$ cat src/rtl/nonoverlap_1010.sv
// Serial 1010 sequence detector, non-overlapping. MEALY selects a registered-state
// (Moore) or state-and-input (Mealy) decoded detection flag.
module nonoverlap_1010 #(
  parameter int unsigned MEALY = 0
) (
  input  logic clk,
  input  logic rstn,  // active-high synchronous reset despite the name
  input  logic in,
  output logic out
);

  typedef enum logic [2:0] {
    S0    = 3'd0,
    S1    = 3'd1,
    S10   = 3'd2,
    S101  = 3'd3,
    S1010 = 3'd4
  } state_t;

  state_t state_q, state_d;

  // State register; reset wins over any input on the same edge.
  always_ff @(posedge clk) begin
    if (rstn) begin
      state_q <= S0;
    end else begin
      state_q <= state_d;
    end
  end

  // Next-state and detection flag; a match always restarts from S0 or S1 so
  // no bits of a completed pattern are reused.
  always_comb begin
    state_d = S0;
    out     = 1'b0;
    unique case (state_q)
      S0:   state_d = in ? S1 : S0;
      S1:   state_d = in ? S1 : S10;
      S10:  state_d = in ? S101 : S0;
      S101: begin
        if (in) begin
          state_d = S1;
        end else if (MEALY != 0) begin
          state_d = S0;
          out     = ~rstn;
        end else begin
          state_d = S1010;
        end
      end
      S1010: begin
        // Only reachable in the Moore flavour.
        state_d = in ? S1 : S0;
        out     = (MEALY == 0) ? ~rstn : 1'b0;
      end
      default: state_d = S0;  // unused encodings recover to idle
    endcase
  end

endmodule

$ cat config.mk
export PLATFORM = sky130hd
export DESIGN_NAME = nonoverlap_1010
export DESIGN_NICKNAME = d
export VERILOG_FILES = /design/src/rtl/nonoverlap_1010.sv
export SDC_FILE = /design/constraint.sdc
export NUM_CORES = 1
export LEC_CHECK = 0
export ABC_AREA = 1
export CAP_MARGIN = 15
export CELL_PAD_IN_SITES_DETAIL_PLACEMENT = 1
export CELL_PAD_IN_SITES_GLOBAL_PLACEMENT = 2
export CORE_AREA = 4 4 41 43
export DETAILED_ROUTE_END_ITERATION = 10
export DIE_AREA = 0 0 45 47
export GPL_ROUTABILITY_DRIVEN = 0
export GPL_TIMING_DRIVEN = 0
export PLACE_DENSITY = 0.49
export RECOVER_POWER = 50
export SYNTH_ARGS = -nofsm -noshare
export SYNTH_HDL_FRONTEND = slang
export SYNTH_SLANG_ARGS = --single-unit
$ cat constraint.sdc
create_clock -name clk -period 0.9 [get_ports clk]
set_clock_uncertainty 0.2 [all_clocks]
set_input_delay 0.09 -clock clk [delete_from_list [all_inputs] [get_ports clk]]
set_output_delay 0.09 -clock clk [all_outputs]
set_load 0.01 [all_outputs]
==> run metrics, run 1 <==
run status finished with violations; failing checks negative setup slack; drt pass-1 iters 1; DRT antenna net count 0; Ports 4; initial antenna violation count 0; GRT Util Overall 4.90%; Mapped Cells 24; top-count cell post-synth nand2_1; Compound-Gate Fraction of Synth Area 0%; DP Cell Count 42; hold path endpoint state_q[2]; final WL 340 µm; Met2 Routed Length 181 µm; Flop pwr share 35.3%; post-synthesis register bit count 3; crit-path max FO 4; top flop regs state_q: 3 flops; worst r2r src state_q[0]; met1 wire length 143 µm; post-route setup TNS -236 ps; Slowest Stage Delay on Critical Path 330 ps; Core Region 1300 µm²; top sig layer met3; post-synthesis sequential area ratio 40.7%; worst reg2reg setup slack 50 ps; hold depth 4; max reg flops 3; largest area contributor in the netlist dfxtp_1; delay-heaviest family, CP flip-flops; die width 45 µm; yosys warns 0; critical path launch point type flop; share of layout cells above drive strength 1 43.8%; Clk pin slew, worst setup/hold paths 30 ps; CTS tree built; Synth top cells by count nand2_1 (6), nor2_1 (5), inv_1 (4), dfxtp_1 (3); worst path cell trace inv_2 -> nand2_2 -> nor2_2 -> buf_2; Layout area overhead 55.1%; Mapped Avg Cell Area 6.15 µm²; Slew @ Worst Pin 97.1 ps; Crit Path Category reg2out; Cell variety after synth 8; H-tree depth 1; RSZ-0062 raised after global routing true; RR Endpoint state_q[1]; post-DP HPWL 274 µm; DR iter-0 viols 0; CTS buffer count 3; Worst Slack Setup Final -236 ps; Syn Nets 27; count of input and output buffers 3; Die H 47 µm; Adder-Cell Fraction of Synth Area 0%; Post-Layout Cell Count 47; number of enable flip-flop cells after synthesis 0; vias in the first global route 174; post-route cell area 229 µm²; Rows 13; post-route clock period utilization 126%; Yosys top cell area share 40.7%; crit end category output port; Worst VDD drop 0.000417 V; worst hold path type in2reg; Power Internal 0.000325 W; Net Switching 0.0000930 W; post-place instance area 196 µm²; # DRC 0; Clk pwr share 55.5%; crit path DAT 850 ps; clock tree sinks 3; Initial Util 11.3%; multiplexer share of the synthesized area 0%; post-synthesis simple-gate area fraction 44.1%; grt ovf 0; clk_lat worst skew 230 ps; Netlist Area Pre-Place 148 µm²; final setup fails 1; worst-case clock buffer depth 2; main flop type after synthesis dfxtp_1; vias per inst 3.15; Slew HR 93.5%; vias 148; wire per inst 7.23 µm; Antenna Cells 0; Slowest-stage cell, CP dfxtp_2; min-delay src rstn; Synth Area in XOR/XNOR 0%; WP buf/inv 2; Tmin final 1140 ps; Comb power frac 9.2%; Post-synth ARST share 0%; Final Slew Violations 0; Largest Register state_q; NumNets Final 36; CP required 610 ps; pin count of the biggest net entering global routing 5; switching part of the total 22.3%; root buffer cell clkbuf_4; largest family of logic cells by synthesized area simple AND/OR/NAND/NOR gates; leakage dissipation 0.110 nW; max-cap viol count 0; first-pass GRT wire length 648 µm; largest cells by area after synthesis dfxtp_1 (41%), nand2_1 (15%), nor2_1 (13%); DR WL met3 15 µm; PD cells 1820 nW/µm²; die area 2120 µm²; fmax 0.880 GHz; endpoints failing hold 0; Worst R2R Path Depth 4
==> final cells by class <==
class | instances | area, µm²
Fill cell | 178 | 1070
Multi-Input combinational cell | 15 | 67.6
Timing Repair Buffer | 4 | 30.0
Sequential cell | 3 | 63.8
Inverter | 6 | 22.5
Tap cell | 15 | 18.8
Clock buffer | 4 | 26.3
==> power groups by stage <==
stage          sequential [W]  clock [W]  combinational, W
2_1_floorplan        0.000147          0         0.0000226
3_3_place_gp         0.000149          0         0.0000376
3_5_place_dp         0.000148          0         0.0000383
4_1_cts              0.000147   0.000249         0.0000383
5_1_grt              0.000149   0.000246         0.0000449
6_report             0.000147   0.000232         0.0000385
==> placed cells by master, fill, tap and decap left out, drive strengths merged <==
master and n:
dfxtp 3, clkbuf 4, nor2 7, buf 2, nand3 1, inv 6, dlygate4sd2 2, nand2 7
==> layer usage <==
layer / vias to the layer above / track usage (%)
li1: 83 / -
met3: 0 / 1.15
met5: - / 0
met4: 0 / 8.77
met1: 63 / 4.77
met2: 2 / 6.50
==> worst max-delay path by stage <==
stage	start	endpoint	slack, ps	cells after the start
floorplan	state_q[0]	out	40	3
global placement	rstn	out	-680	5
detailed placement	rstn	out	-690	5
CTS	state_q[0]	out	-280	4
global route	state_q[1]	out	-300	4
finish	state_q[0]	out	-240	4
==> what timing repair did <==
item | 4_1_cts | 5_1_grt
resized for setup | 9 | 1
buffers inserted | 1 | 0
setup endpoints to repair | 1 | 3
hold buffers | 0 | 0
pin swaps | 0 | 1
==> worst reg2reg max path: cells and delay by family (launching register included) <==
| family | cells | cell delay, ps |
|---|---|---|
| buffers and inverters | 1 | 40 |
| AND/OR/NAND/NOR | 3 | 210 |
| flip-flops | 1 | 350 |
==> per-stage QoR <==
stage	power, W	hold slack (ps)	setup WS [ps]	util (%)
after floorplan	0.000170	15.8	39.8	-
after global placement	0.000186	305	-683	15.1
after CTS	0.000435	47.6	-277	17.4
after global routing	0.000440	82.0	-302	17.6
after detailed placement	0.000187	310	-694	15.1
final	0.000418	55.7	-236	17.6
==> kinds of logic (layout without fill, tap and decap cells) <==
logic type / Yosys count / count (layout)
and+or+nand+nor: 15 / 15
buffers and inverters: 6 / 14
DFF: 3 / 3
(Power assumes the default switching activity.)
==> run 2: changes to the inputs <==
ABC_CLOCK_PERIOD_IN_PS = 900   (was default)
==> results of run 2 <==
Same layout as run 1: the final DEF is identical, and so are final timing and power.
==> run 3: changes to the inputs <==
SLEW_MARGIN = 30   (was default)
==> results of run 3 <==
Same layout as run 1: the final DEF is identical, and so are final timing and power.
